[config.mk]
export PLATFORM = sky130hd
export DESIGN_NAME = data_mem_bridge
export DESIGN_NICKNAME = d
export VERILOG_FILES = /design/src/rtl/data_mem_bridge_pkg.sv /design/src/rtl/data_mem_bridge.sv
export SDC_FILE = /design/constraint.sdc
export NUM_CORES = 1
export LEC_CHECK = 0
export BUFFER_PORTS_ARGS = -buffer_cell sky130_fd_sc_hd__buf_2
export CAP_MARGIN = 10
export CORE_MARGIN = 2
export CORE_UTILIZATION = 42
export DETAILED_ROUTE_END_ITERATION = 7
export GPL_TIMING_DRIVEN = 0
export HOLD_SLACK_MARGIN = 0.1
export PLACE_DENSITY = 0.79
export SETUP_SLACK_MARGIN = 0.5
export SLEW_MARGIN = 15
export SYNTH_ARGS = -nofsm -noshare
export SYNTH_HDL_FRONTEND = slang
export SYNTH_SLANG_ARGS = --single-unit
[constraint.sdc]
create_clock -name clk -period 3.8 [get_ports clk]
set_input_delay 0 -clock clk [delete_from_list [all_inputs] [get_ports clk]]
set_output_delay 0 -clock clk [all_outputs]
set_load 0.05 [all_outputs]
[src/rtl/data_mem_bridge_pkg.sv]
// Shared constants for the data-memory bridge: FSM encodings and the abort read value.
package data_mem_bridge_pkg;

  localparam logic [1:0] ST_IDLE = 2'd0;
  localparam logic [1:0] ST_REQ  = 2'd1;
  localparam logic [1:0] ST_DONE = 2'd2;

  localparam logic [31:0] MEM_ABORT_DATA = 32'hDEAD_BEEF;

endpackage

[src/rtl/data_mem_bridge.sv]
// CPU data-port to req/ack bus bridge; stalls the core until the RAM acknowledges.
// Optional REQ-phase timeout with sticky bus_err is enabled by defining MEM_TIMEOUT_EN.
module data_mem_bridge
  import data_mem_bridge_pkg::*;
#(
  parameter int DATA_WIDTH     = 32,
  parameter int ADDR_WIDTH     = 32,
  parameter int TIMEOUT_CYCLES = 255,
  parameter int CNT_WIDTH      = 16
) (
  input  logic                  clk,
  input  logic                  cpu_rst_n,
  input  logic                  req_ren,
  input  logic                  req_wen,
  input  logic [ADDR_WIDTH-1:0] req_addr,
  input  logic [DATA_WIDTH-1:0] req_wdata,
  output logic [DATA_WIDTH-1:0] mem_din,
  output logic                  stall,
  output logic                  bus_req,
  output logic                  bus_we,
  output logic [ADDR_WIDTH-1:0] bus_addr,
  output logic [DATA_WIDTH-1:0] bus_wdata,
  input  logic                  bus_ack,
  input  logic [DATA_WIDTH-1:0] bus_rdata,
  output logic                  bus_err,
  output logic [CNT_WIDTH-1:0]  stall_cnt
);

  logic [1:0] state;
  logic       take;
  logic       tmo_hit;
  logic       unused_bits;

  assign take  = (state == ST_IDLE) && (req_ren || req_wen);
  assign stall = take || (state == ST_REQ);

`ifdef MEM_TIMEOUT_EN
  localparam int TMO_W = $clog2(TIMEOUT_CYCLES + 1);

  logic [TMO_W-1:0] tmo_cnt;

  // Down-counter loaded on entry to REQ; terminal count with no ack aborts.
  assign tmo_hit = (state == ST_REQ) && !bus_ack && (tmo_cnt == '0);

  always_ff @(posedge clk or negedge cpu_rst_n) begin
    if (!cpu_rst_n) begin
      tmo_cnt <= '0;
      bus_err <= 1'b0;
    end else begin
      if (take) begin
        tmo_cnt <= TMO_W'(TIMEOUT_CYCLES - 1);
      end else if ((state == ST_REQ) && (tmo_cnt != '0)) begin
        tmo_cnt <= tmo_cnt - TMO_W'(1);
      end
      if (tmo_hit) begin
        bus_err <= 1'b1;
      end
    end
  end

  assign unused_bits = ^req_addr[1:0];
`else
  assign tmo_hit     = 1'b0;
  assign bus_err     = 1'b0;
  assign unused_bits = ^{req_addr[1:0], (TIMEOUT_CYCLES != 0)};
`endif

  always_ff @(posedge clk or negedge cpu_rst_n) begin
    if (!cpu_rst_n) begin
      state     <= ST_IDLE;
      bus_req   <= 1'b0;
      bus_we    <= 1'b0;
      bus_addr  <= '0;
      bus_wdata <= '0;
      mem_din   <= '0;
    end else begin
      case (state)
        ST_IDLE: begin
          if (take) begin
            state     <= ST_REQ;
            bus_req   <= 1'b1;
            bus_we    <= req_wen;
            bus_addr  <= {req_addr[ADDR_WIDTH-1:2], 2'b00};
            bus_wdata <= req_wdata;
          end
        end
        ST_REQ: begin
          // An ack arriving on the terminal-count cycle still completes normally.
          if (bus_ack) begin
            state   <= ST_DONE;
            bus_req <= 1'b0;
            if (!bus_we) begin
              mem_din <= bus_rdata;
            end
          end else if (tmo_hit) begin
            state   <= ST_DONE;
            bus_req <= 1'b0;
            mem_din <= DATA_WIDTH'(MEM_ABORT_DATA);
          end
        end
        ST_DONE: begin
          state <= ST_IDLE;
        end
        default: begin
          state   <= ST_IDLE;
          bus_req <= 1'b0;
        end
      endcase
    end
  end

  always_ff @(posedge clk or negedge cpu_rst_n) begin
    if (!cpu_rst_n) begin
      stall_cnt <= '0;
    end else if (stall && (stall_cnt != '1)) begin
      stall_cnt <= stall_cnt + CNT_WIDTH'(1);
    end
  end

endmodule

==> results.md <==
* Status: finished clean
* Core Area at 10370 um2
* Post-synth top area cell: dfrtp_1
* PostCTS Resize Cnt at 0
* Hold Path Depth at 4
* Post-synthesis mux area share at 0.2406
* WS Path Type: register to output port
* Worst Hold Launch: req_ren
* Final wirelength at 12.19 mm
* Slew HR at 0.6415
* Initial Util at 0.4333
* CTS Sinks at 114
* ANT nets after route at 0
* Worst clock skew at 0.006053 ns
* P_leak at 0.003513 uW
* Clock transition at path regs at 0.05 ns
* Die height at 107.4 um
* Reg2reg setup slack at 1.85 ns
* Distinct cells, synth at 39
* # DRC at 0
* Setup TNS at 0 ns
* First-pass GRT wire length at 19.21 mm
* Crit-path slowest cell: dfrtp_1
* Vias/cell at 4.778
* CP required at 3.80 ns
* Final GP Congestion at 0.7654
* RSZ-0062 raised after global routing: no
* Largest net degree at the start of global routing at 61
* Seq pwr share at 0.288
* Avg WL per Cell at 15.81 um
* Yosys top cell area share at 0.6349
* Syn Inst Count at 291
* Reg2reg start: stall_cnt[0]
* Combinational fraction of design power at 0.515
* Clock share of power at 0.196
* Minimum clock period at 1.995 ns
* Pwr dens at 1017 nW/um2
* Final Cycle Share at 0.5251
* Reg2Reg Depth at 5
* Critical Path Sink Type: output port
* Clk root buf: clkbuf_8
* Max clock buf depth at 2
* FMAX at 501.2 MHz
* Commonest non-fill, non-tap cells in the layout: buf_2, dfrtp_1, dlygate4sd3_1
* Clk Latency, worst-skew pair at 0.51 ns
* Max-slew violations at 0
* Post-Synth Simple-Gate Area at 0.06071
* Sw Ratio at 0.4849
* Post-synthesis xor/xnor area fraction at 0.02144
* Yosys warns at 0
* Critical Path Fanout Max at 7
* Share of cells above drive strength 1 at 0.5134
* Max-cap viol count at 0
* Hold Path End: stall_cnt[6]
* Post-layout util at 0.7072
* Internal Power at 3841 uW
* Max stage delay on crit path at 0.41 ns
* Max IR drop VDD at 621.2 uV
* Final hold viol count at 0
* Cell Area, Synth at 4493 um2
* Initial antenna violation count at 0
* Largest family of logic cells by synthesized area: multiplexers
* Critical Path AT at 2.00 ns
* Count of state elements after synthesis at 114
* Total setup buffers inserted after CTS at 0
* First-pass DRT Iterations at 4
* Commonest non-fill, non-tap cell in the layout: buf_2
* Complex-gate fraction of the synthesized area at 0.01754
* Grt ovf at 0
* Rows at 37
* Area Growth Syn to Fin at 63.21%
* Routed vias at 3684
* Num CTS Buffers at 17
* Final setup violation count at 0
* Diodes inserted at 0
* I/O pin count at 217
* IO Port Bufs at 211
* Dpl hpwl at 7.607 mm
* Worst min path class: input port to register
* CTS tree: built
* Die span in x at 107.4 um
* Sequential share of the synthesized area at 0.6349
* Vias in the first global route at 4066
* Ranking of synthesized cells by area: dfrtp_1, mux2_2, mux2_1
* Syn_area_per_cell at 15.44 um2
* Max H-tree Level at 4
* Gr usage total at 0.2183
* Worst-margin pin slew at 0.5333 ns
* # fillers at 692
* R2r endpoint: stall_cnt[14]
* Die area at 11540 um2
* Violation count after the first detailed-route iteration at 114
* Crit-path cells: nor3_2, or2_0, clkbuf_1, inv_1, buf_2
* # nets final at 726
* Switching pwr at 3616 uW
* CP startpoint kind: register
* Adder-cell area share of the yosys netlist at 0.002785
metrics by stage:
| step | hold slack [ns] | area (um2) | total power (uW) | std cells | worst slack [ns] |
|---|---|---|---|---|---|
| floorplan | -0.2956 | 4501 | 4970 | 293 | 1.662 |
| global placement | 0.2164 | 5727 | 5778 | 640 | 1.530 |
| detailed placement | -0.01650 | 5761 | 5895 | 641 | 1.836 |
| CTS | 0.1535 | 7333 | 7466 | 771 | 1.758 |
| global route | 0.1783 | 7333 | 7785 | 771 | 1.683 |
| finish | 0.1724 | 7333 | 7457 | 771 | 1.805 |
cell type report:
type / count / area (um2) / share of cell area
Sequential cell: 114 / 2853 / 0.3890
Timing Repair Buffer: 312 / 2108 / 0.2875
Multi-Input combinational cell: 160 / 1553 / 0.2117
Clock buffer: 25 / 504.2 / 0.06876
Tap cell: 136 / 170.2 / 0.02320
Buffer: 15 / 80.08 / 0.01092
Clock inverter: 5 / 50.05 / 0.006825
Inverter: 4 / 15.01 / 0.002047
sequential cells by signal, indices dropped and copies added (netlist names):
| register | flops |
|---|---|
| bus_req | 1 |
| bus_we | 1 |
| bus_wdata | 32 |
| stall_cnt | 16 |
| bus_addr | 30 |
| mem_din | 32 |
| state | 2 |
worst max-delay path: cells and delay by family (launching register included):
kind,cells,cell delay [ns]
buffers and inverters,3,0.64
DFF,1,0.41
and+or+nand+nor,2,0.45
how the worst max path moves through the flow:
| stage | from | end | slack [ns] | cells past startpoint |
|---|---|---|---|---|
| 2_1_floorplan | stall_cnt[0] | stall_cnt[1] | 1.66 | 5 |
| 3_3_place_gp | cpu_rst_n | bus_wdata[13] | 1.53 | 1 |
| 3_5_place_dp | stall_cnt[0] | stall_cnt[14] | 1.84 | 5 |
| 4_1_cts | state[0] | stall | 1.76 | 5 |
| 5_1_grt | state[0] | stall | 1.68 | 5 |
| 6_report | state[0] | stall | 1.80 | 5 |
power groups by stage:
stage / registers, uW / logic (uW) / clock network [uW]
after floorplan: 4120 / 851 / 0
after global placement: 2100 / 3680 / 0
after detailed placement: 2140 / 3760 / 0
after CTS: 2130 / 3840 / 1490
after global routing: 2220 / 4010 / 1550
final: 2150 / 3840 / 1460
synth_stat cells:
cell type	n
nand4_1	7
clkbuf_1	2
mux2_1	32
nor3_2	1
o21a_1	3
a21oi_1	2
or4_4	1
nor4b_1	1
nor2b_1	1
or4_1	1
buf_4	3
mux2_2	64
nor4_2	3
a22o_1	1
nor3b_1	1
buf_2	10
nand2b_1	1
nor4_1	1
inv_1	4
nand3_4	1
o2111ai_1	1
a21o_1	1
dfrtp_1	114
nor3_1	3
and3_1	1
conb_1	1
or2_0	1
ha_1	1
or2_2	1
nand2_1	4
xor2_1	5
o311ai_0	1
xnor2_1	6
and3b_1	1
nor2_1	3
nor4_4	1
o21ai_0	1
o211ai_1	1
nand3_1	4
repair_timing:
action                                  4_1_cts  5_1_grt
hold endpoints to repair                    212        0
endpoints found under the setup margin        0        0
hold buffers                                100        0
metal layers:
layer  global-route usage  routed length (um)  up-vias
li1                     -                   -     1695
met1               0.2317                4612     1803
met2               0.3956                6484      158
met3              0.06659                 784       28
met4              0.09982                 306        0
met5                    0                   0        -
cells by family (layout without fill, tap and decap cells):
logic type | count (synthesis) | in the layout
flip-flops | 114 | 114
multiplexers | 96 | 96
AND/OR/NAND/NOR | 38 | 38
buffers and inverters | 19 | 361
AO/OA/AOI/OAI | 11 | 11
XOR/XNOR | 11 | 11
adder cells (fa/ha/maj) | 1 | 1
other | 1 | 3
Note: power is estimated with default switching activity, not from simulation.
